File: src/rtl/input_pkg.sv
// Shared definitions for the input conditioner slice.
//
// Contents:
//   clog2         - ceiling log2, used to size the debounce counters
//   clog2_min1    - clog2 clamped to at least 1 bit
//   params_legal  - elaboration-time legality test for the conditioner
//                   parameters (SYNC_STAGES >= 2, DEBOUNCE_CNT >= 1)
package input_pkg;

    function automatic int clog2(input int value);
        int result;
        int remaining;
        result    = 0;
        remaining = value - 1;
        while (remaining > 0) begin
            result    = result + 1;
            remaining = remaining >> 1;
        end
        return result;
    endfunction

    // A counter that only ever holds 0 still needs one physical bit.
    function automatic int clog2_min1(input int value);
        int bits;
        bits = clog2(value);
        return (bits < 1) ? 1 : bits;
    endfunction

    function automatic bit params_legal(input int sync_stages, input int debounce_cnt);
        return (sync_stages >= 2) && (debounce_cnt >= 1);
    endfunction

endpackage

File: src/rtl/input_filter_bit.sv
// One channel of the input conditioner: synchroniser chain, debounce
// counter, debounced level and registered rise/fall strobes.
//
// Ports:
//   clk         rising-edge clock
//   rst_n       asynchronous active-low reset
//   hold        synchronous hold; forces all state to its reset values
//   din         asynchronous raw input
//   dout        synchronised, debounced level
//   rise, fall  one-cycle strobes when dout goes 0->1 / 1->0
//   strobe_next value rise|fall will take at the next edge, so the
//               parent can register an aligned summary flag
module input_filter_bit
    import input_pkg::*;
#(
    parameter int   SYNC_STAGES  = 2,
    parameter int   DEBOUNCE_CNT = 4,
    parameter logic RESET_VALUE  = 1'b0
) (
    input  logic clk,
    input  logic rst_n,
    input  logic hold,
    input  logic din,
    output logic dout,
    output logic rise,
    output logic fall,
    output logic strobe_next
);

    localparam int CNT_W = clog2_min1(DEBOUNCE_CNT);
    localparam logic [CNT_W-1:0] CNT_LAST = CNT_W'(DEBOUNCE_CNT - 1);

    logic [SYNC_STAGES-1:0] chain, chain_next;
    logic [CNT_W-1:0]       cnt, cnt_next;
    logic                   dout_next, rise_next, fall_next;
    logic                   s;

    assign s           = chain[SYNC_STAGES-1];
    assign strobe_next = rise_next | fall_next;

    // The counter measures how long s has disagreed with dout; it is
    // cleared whenever s falls back to dout, so only an unbroken run of
    // DEBOUNCE_CNT samples is accepted.
    always_comb begin
        chain_next = {chain[SYNC_STAGES-2:0], din};
        cnt_next   = cnt;
        dout_next  = dout;
        rise_next  = 1'b0;
        fall_next  = 1'b0;
        if (hold) begin
            chain_next = {SYNC_STAGES{RESET_VALUE}};
            cnt_next   = '0;
            dout_next  = RESET_VALUE;
        end else if (s == dout) begin
            cnt_next = '0;
        end else if (cnt == CNT_LAST) begin
            dout_next = s;
            cnt_next  = '0;
            rise_next = s;
            fall_next = ~s;
        end else begin
            cnt_next = cnt + 1'b1;
        end
    end

    always_ff @(posedge clk or negedge rst_n) begin
        if (!rst_n) begin
            chain <= {SYNC_STAGES{RESET_VALUE}};
            cnt   <= '0;
            dout  <= RESET_VALUE;
            rise  <= 1'b0;
            fall  <= 1'b0;
        end else begin
            chain <= chain_next;
            cnt   <= cnt_next;
            dout  <= dout_next;
            rise  <= rise_next;
            fall  <= fall_next;
        end
    end

endmodule

File: src/rtl/input_conditioner.sv
// Multi-channel input conditioner: synchronises and debounces WIDTH
// asynchronous inputs and produces a synchronised reset for core logic.
//
// Ports:
//   clk         sole clock, rising edge
//   rst_n       asynchronous active-low reset
//   sync_rst_n  downstream reset: asynchronous assert, synchronous release
//   din         raw asynchronous inputs
//   dout        debounced level per channel
//   rise, fall  per-channel one-cycle edge strobes
//   changed     registered OR of all strobes, aligned with them
module input_conditioner
    import input_pkg::*;
#(
    parameter int               WIDTH        = 8,
    parameter int               SYNC_STAGES  = 2,
    parameter int               DEBOUNCE_CNT = 4,
    parameter logic [WIDTH-1:0] RESET_VALUE  = {WIDTH{1'b0}}
) (
    input  logic             clk,
    input  logic             rst_n,
    output logic             sync_rst_n,
    input  logic [WIDTH-1:0] din,
    output logic [WIDTH-1:0] dout,
    output logic [WIDTH-1:0] rise,
    output logic [WIDTH-1:0] fall,
    output logic             changed
);

    if (!params_legal(SYNC_STAGES, DEBOUNCE_CNT)) begin : g_bad_params
        $error("input_conditioner: SYNC_STAGES must be >= 2 and DEBOUNCE_CNT >= 1");
    end

    logic [SYNC_STAGES-1:0] rst_chain;
    logic [WIDTH-1:0]       strobe_next;
    logic                   hold;

    assign sync_rst_n = rst_chain[SYNC_STAGES-1];
    assign hold       = ~sync_rst_n;

    // Reset synchroniser: cleared instantly by rst_n, then ones walk in
    // so release is always aligned to clk.
    always_ff @(posedge clk or negedge rst_n) begin
        if (!rst_n) begin
            rst_chain <= '0;
        end else begin
            rst_chain <= {rst_chain[SYNC_STAGES-2:0], 1'b1};
        end
    end

    for (genvar i = 0; i < WIDTH; i++) begin : g_chan
        input_filter_bit #(
            .SYNC_STAGES (SYNC_STAGES),
            .DEBOUNCE_CNT(DEBOUNCE_CNT),
            .RESET_VALUE (RESET_VALUE[i])
        ) u_filter (
            .clk        (clk),
            .rst_n      (rst_n),
            .hold       (hold),
            .din        (din[i]),
            .dout       (dout[i]),
            .rise       (rise[i]),
            .fall       (fall[i]),
            .strobe_next(strobe_next[i])
        );
    end

    // Registered from the channels' next-strobe values so it lines up
    // with rise/fall in the same cycle.
    always_ff @(posedge clk or negedge rst_n) begin
        if (!rst_n) begin
            changed <= 1'b0;
        end else begin
            changed <= |strobe_next;
        end
    end

endmodule
File: config.mk
export PLATFORM = sky130hd
export DESIGN_NAME = input_conditioner
export DESIGN_NICKNAME = d
export VERILOG_FILES = /design/src/rtl/input_pkg.sv /design/src/rtl/input_filter_bit.sv /design/src/rtl/input_conditioner.sv
export SDC_FILE = /design/constraint.sdc
export NUM_CORES = 1
export LEC_CHECK = 0
export BUFFER_PORTS_ARGS = -buffer_cell sky130_fd_sc_hd__buf_2
export CORE_ASPECT_RATIO = 0.7
export CORE_MARGIN = 8
export CORE_UTILIZATION = 59
export CTS_CLUSTER_SIZE = 14
export DETAILED_ROUTE_END_ITERATION = 10
export PLACE_DENSITY = 0.82
export SYNTH_ARGS = -nofsm -noshare
export SYNTH_HDL_FRONTEND = slang
export SYNTH_SLANG_ARGS = --single-unit
File: constraint.sdc
create_clock -name clk -period 2.6 [get_ports clk]
set_input_delay 0.13 -clock clk [delete_from_list [all_inputs] [get_ports clk]]
set_output_delay 0.13 -clock clk [all_outputs]
set_load 0.01 [all_outputs]
; ---- Word level (Yosys, flattened, before mapping)
; Cells that the tools add are included.
[word_totals]
mem_count = 0
latch_bits = 0
word_cells = 211
reg_bits = 59
romBits = 0
ram_bits = 0
in_bits = 10
[op_classes]
add_sub_neg = 8
bitwise_logic = 16
shift = 0
mux = 104
n_mul = 0
n_lt_le_gt_ge = 0
n_div = 0
n_eq_ne = 32
reduce_logical = 9
[ops]
columns = operator, n
row1 = 1-bit 2-to-1 mux, 72
row2 = 2-bit 2-to-1 mux, 32
row3 = "2-bit by 1-bit adder with 2-bit output, second input constant", 8
row4 = "2-bit equality test, second input constant", 8
row5 = "2-bit by 1-bit inequality test with 1-bit output, second input constant", 8
row6 = "2-bit inequality test, second input constant", 8
row7 = 2-bit AND reduction, 8
row8 = 1-bit equality test, 8
row9 = 1-bit inverter, 8
row10 = 1-bit OR, 8
row11 = 8-bit OR reduction, 1

; ---- Depth between registers and ports, before layout
[logic_depth]
depth_word = 6
mapped_depth = 5
depth_no_buf = 5

; ---- By module
; Synthesis repeated with hierarchy kept, for this count alone.
[unflattened]
hier_cells = 160
hier_area_um2 = 2190.9
[by_module_without_submodules]
columns = module, area_per_inst_um2, seq_area_each_um2, instances, cells_each
row1 = input_filter_bit, 261.5, 175.2, 8, 19
row2 = input_conditioner, 98.8, 75.1, 1, 8

; ---- Worst setup path after synthesis
; No wires, ideal clock.
[synth_path]
kind = reg2reg
from = register g_chan[2].u_filter.cnt[0]
to = register changed
arrival_time_ps = 1145
period_less_slack_ps = 1281
stages_incl_launch_ff = 5
setup_time_ps = 136
path_slack_ps = 1319
cell_sequence = dfrtp_1 -> ha_1 -> and3_4 -> nor4_4 -> o211ai_2
[synth_between]
elab_chain_cells = 6
elab_cells_between_ends = 9
cone_classes = eq/ne (1) / mux (6) / bitwise (1) / reduce/logical (1)
[synth_lines]
columns = element, line_no
row1 = "start, declared", input_filter_bit.sv:34  ; logic [CNT_W-1:0] cnt, cnt_next;
row2 = "start signal, assigned", input_filter_bit.sv:75  ; cnt <= cnt_next;
row3 = 2-bit equality test, input_filter_bit.sv:56  ; end else if (cnt == CNT_LAST) begin
row4 = 1-bit 2-to-1 mux, input_filter_bit.sv:56
row5 = 1-bit 2-to-1 mux, input_filter_bit.sv:54  ; end else if (s == dout) begin
row6 = 1-bit 2-to-1 mux, input_filter_bit.sv:50  ; if (hold) begin
row7 = net g_chan[2].u_filter.rise_next, input_filter_bit.sv:35  ; logic dout_next, rise_next, fall_next;
row8 = 1-bit OR, input_filter_bit.sv:39  ; assign strobe_next = rise_next | fall_next;
row9 = 8-bit OR reduction, input_conditioner.sv:74  ; changed <= |strobe_next;
row10 = "end signal, assigned", input_conditioner.sv:74
row11 = "end, declared", input_conditioner.sv:27  ; output logic changed
; The timed path passes the listed nets, and every way through them passes these cells.
; A chain may end at the register's enable or synchronous reset.

; ---- Worst setup path after layout
[layout_path]
from = register rst_chain[1]
to = register g_chan[4].u_filter.rise
[layout_between]
elab_chain_cells = 1
[layout_lines]
columns = element, line_no
row1 = "start, declared", input_conditioner.sv:34  ; logic [SYNC_STAGES-1:0] rst_chain;
row2 = "start signal, assigned", input_conditioner.sv:47  ; rst_chain <= {rst_chain[SYNC_STAGES-2:0], 1'b1};
row3 = 1-bit 2-to-1 mux, input_filter_bit.sv:50
row4 = net g_chan[4].u_filter.rise_next, input_filter_bit.sv:35
row5 = "end signal, assigned", input_filter_bit.sv:77  ; rise <= rise_next;
row6 = "end, declared", input_filter_bit.sv:25  ; output logic rise,
; The timed path passes the listed nets, and every way through them passes these cells.

==> metrics.yaml <==
die:
  core-area_sq_um: 3950
  fp.dieW_microns: 93.0
  io_pins: 36
  die-area_sq_um: 6500
  core.rowCount: 19
  initial_core_util_pct: 62.0
  die_h_microns: 69.9
setup_path:
  cpLargestDelayFamily: "flip-flops"
  slowest_stage: "dfrtp_1"
  cp_max_fo: 28
  crit_path_max_incr_delay_ns: 0.78
  crit_chain: "buf_4, nand2_1, nor3b_1"
  startpoint: "rst_chain[1]"
  reg2reg_depth: 3
  crit_path_end: "g_chan[4].u_filter.rise"
  cp_data_arrival_time_ns: 1.78
  worst-path-stages: 3
  endpoint_kind: "flop"
  cp_data_required_time_ns: 2.82
  path_class: "flop to flop"
  path_buf_inv: 1
  r2r-end: "g_chan[4].u_filter.rise"
  r2r_slack_ns: 1.04
  startpoint_type: "flop"
  r2r-start: "rst_chain[1]"
clock_network:
  cts.sinks: 59
  cts_tree: "done"
  cts-resized-gates: 0
  insertion_delay_ns: 0.32
  cts_buffer_depth: 2
  cts_buffers: 9
  clockRootBuffer: "clkbuf_8"
  path_clk_slew_ns: 0.06
  cts_max_level: 3
power_and_ir_drop:
  internal_power_w: 0.00137
  power.leakage_nw: 1.44
  power_w: 0.00173
  p_switching_w: 0.000359
  p_per_area_nw_per_um2: 643
  combPwrFrac_pct: 3.2
  clkPwrFrac_pct: 42.1
  switching_share_pct: 20.8
  ir_worst_vdd_mv: 0.432
  sequentialPowerShare_pct: 54.7
sta:
  max_freq_mhz: 640
  slew_headroom_pct: 34.5
  setup_tns_ns: 0
  setup_viol: 0
  period_needed_ns: 1.56
  rsz0062_at_grt: "false"
  skew_ns: 0.00723
  slew_violations: 0
  period_share_pct: 60.1
  worst_slew_pin_slew_ns: 0.982
  final_hold_viol_count: 0
global_route:
  antenna_found_initial: 0
  grt_max_degree: 48
  gr-total-overflow: 0
  grt_first_pass_wirelength_microns: 6330
  grt_use_total_pct: 12.5
  grt_pass1_vias: 1393
detailed_routing:
  dr.pass1.iters: 4
  routed-via-count: 1353
  drc: 0
  totalWireLength_microns: 3740
  drt_iter0_drc: 46
  drt-wirelength-per-cell_microns: 13.7
  via_per_inst: 4.96
  ant_nets: 0
min_path:
  min_path_type: "primary input to flop"
yosys:
  netlist_area_sq_um: 2450
  netlist_instances: 196
  ys_types: 23
  yosys_warnings: 0
  yosys_register_bits: 59
  seq_area_frac_synth_pct: 60.3
  synth.net_count: 214
  syn_avg_cell_area_sq_um: 12.5
placement:
  place_inst: 257
  io_buffers: 35
  globalplace.congestion: 0.682
  hpwl_microns: 2620
layout:
  area_growth_pct: 10.1
  drive_gt1_share_pct: 26.7
  fin_nets: 235
  num-fill-cells: 282
  stdcell_count: 273
  layout_common_cells: "dfrtp_1 (59), buf_2 (35), nor2b_1 (18), and2_1 (16), clkbuf_8 (12)"
  final_common_cell: "dfrtp_1"
  num_antenna_cells: 0
run_status:
  status: "complete, no violations"
run:
  drv_cap: 0
-- state kept, by name (all words and copies together), names as in the netlist --
register / count
changed: 1
g_chan.u_filter.chain: 16
g_chan.u_filter.cnt: 16
g_chan.u_filter.dout: 8
g_chan.u_filter.fall: 8
g_chan.u_filter.rise: 8
rst_chain: 2
-- Yosys cell counts --
library cell | count | area share (%)
a221oi_2 | 1 | 0.61
a22o_1 | 1 | 0.36
and2_1 | 16 | 4.1
and3_1 | 7 | 1.8
and3_4 | 3 | 1.4
buf_2 | 1 | 0.20
buf_4 | 25 | 7.7
clkbuf_1 | 3 | 0.46
conb_1 | 1 | 0.15
dfrtp_1 | 59 | 60
ha_1 | 8 | 4.1
inv_1 | 5 | 0.77
mux2i_1 | 8 | 3.3
nand2_1 | 9 | 1.4
nor2_1 | 4 | 0.61
nor2b_1 | 18 | 4.6
nor3_1 | 8 | 1.6
nor3b_1 | 8 | 2.5
nor4_2 | 1 | 0.51
nor4_4 | 1 | 0.87
o211ai_2 | 1 | 0.51
o21ai_1 | 4 | 0.82
xor2_1 | 4 | 1.4
-- final cells by class --
cell class / instances / area (sq um) / share of cell area [%]
multi-input combinational: 103 / 748 / 27.8
inverter: 5 / 18.8 / 0.696
sequential: 59 / 1480 / 54.8
clock buffer: 13 / 169 / 6.27
clock inverter: 2 / 10.0 / 0.371
timing repair buffer: 39 / 208 / 7.71
tap: 52 / 65.1 / 2.41
-- metrics by stage --
step                area, sq um  hold slack (ns)  worst slack [ns]  utilization [%]
CTS                        2700          0.00107              1.05             68.3
global route               2700          0.00365             0.873             68.3
detailed placement         2510            0.340              1.06             63.5
floorplan                  2450           -0.166              1.32                -
finish                     2700           0.0180              1.04             68.3
global placement           2510            0.332              1.14             63.5
-- kinds of logic after synthesis --
logic type	count (synthesis)	synth area share (%)
xor+xnor	4	1.43
simple gates	75	19.3
flops	59	60.3
buf+inv	34	9.10
mux	8	3.27
other cells	1	0.153
fa+ha+maj	8	4.09
compound gates	7	2.30
-- metal layers --
layer | track usage, % | vias up | share of wire (%)
li1 | - | 660 | -
met1 | 14.8 | 657 | 47
met2 | 18.3 | 27 | 45
met3 | 6.08 | 9 | 6.5
met4 | 6.94 | 0 | 1.8
met5 | 0 | - | 0
-- power groups by stage --
stage	Sequential (W)	Combinational [W]	Clock (W)
6_report	0.000948	0.0000548	0.000729
5_1_grt	0.000949	0.0000638	0.000798
4_1_cts	0.000948	0.0000569	0.000749
3_5_place_dp	0.000964	0.0000557	0
3_3_place_gp	0.000963	0.0000542	0
2_1_floorplan	0.000958	0.0000280	0
-- worst min-delay path by stage --
stage	start	endpoint	slack, ns	depth (start not counted)
after floorplan	rst_n	changed	-0.17	0
final	din[4]	g_chan[4].u_filter.chain[0]	0.02	2
after CTS	din[4]	g_chan[4].u_filter.chain[0]	0.001	2
after detailed placement	rst_chain[0]	rst_chain[1]	0.34	0
after global placement	rst_chain[0]	rst_chain[1]	0.33	0
after global routing	din[0]	g_chan[0].u_filter.chain[0]	0.004	2
-- worst register-to-register path, cell delays in order (launching register included) --
cell and delay, ns:
dfrtp_1 0.78, buf_4 0.35, nand2_1 0.10, nor3b_1 0.24
-- timing repair --
action	4_1_cts	5_1_grt
setup buffers	0	0
hold buffers	1	0
hold endpoints to repair	3	0
Power figures use the tool's default switching activity.
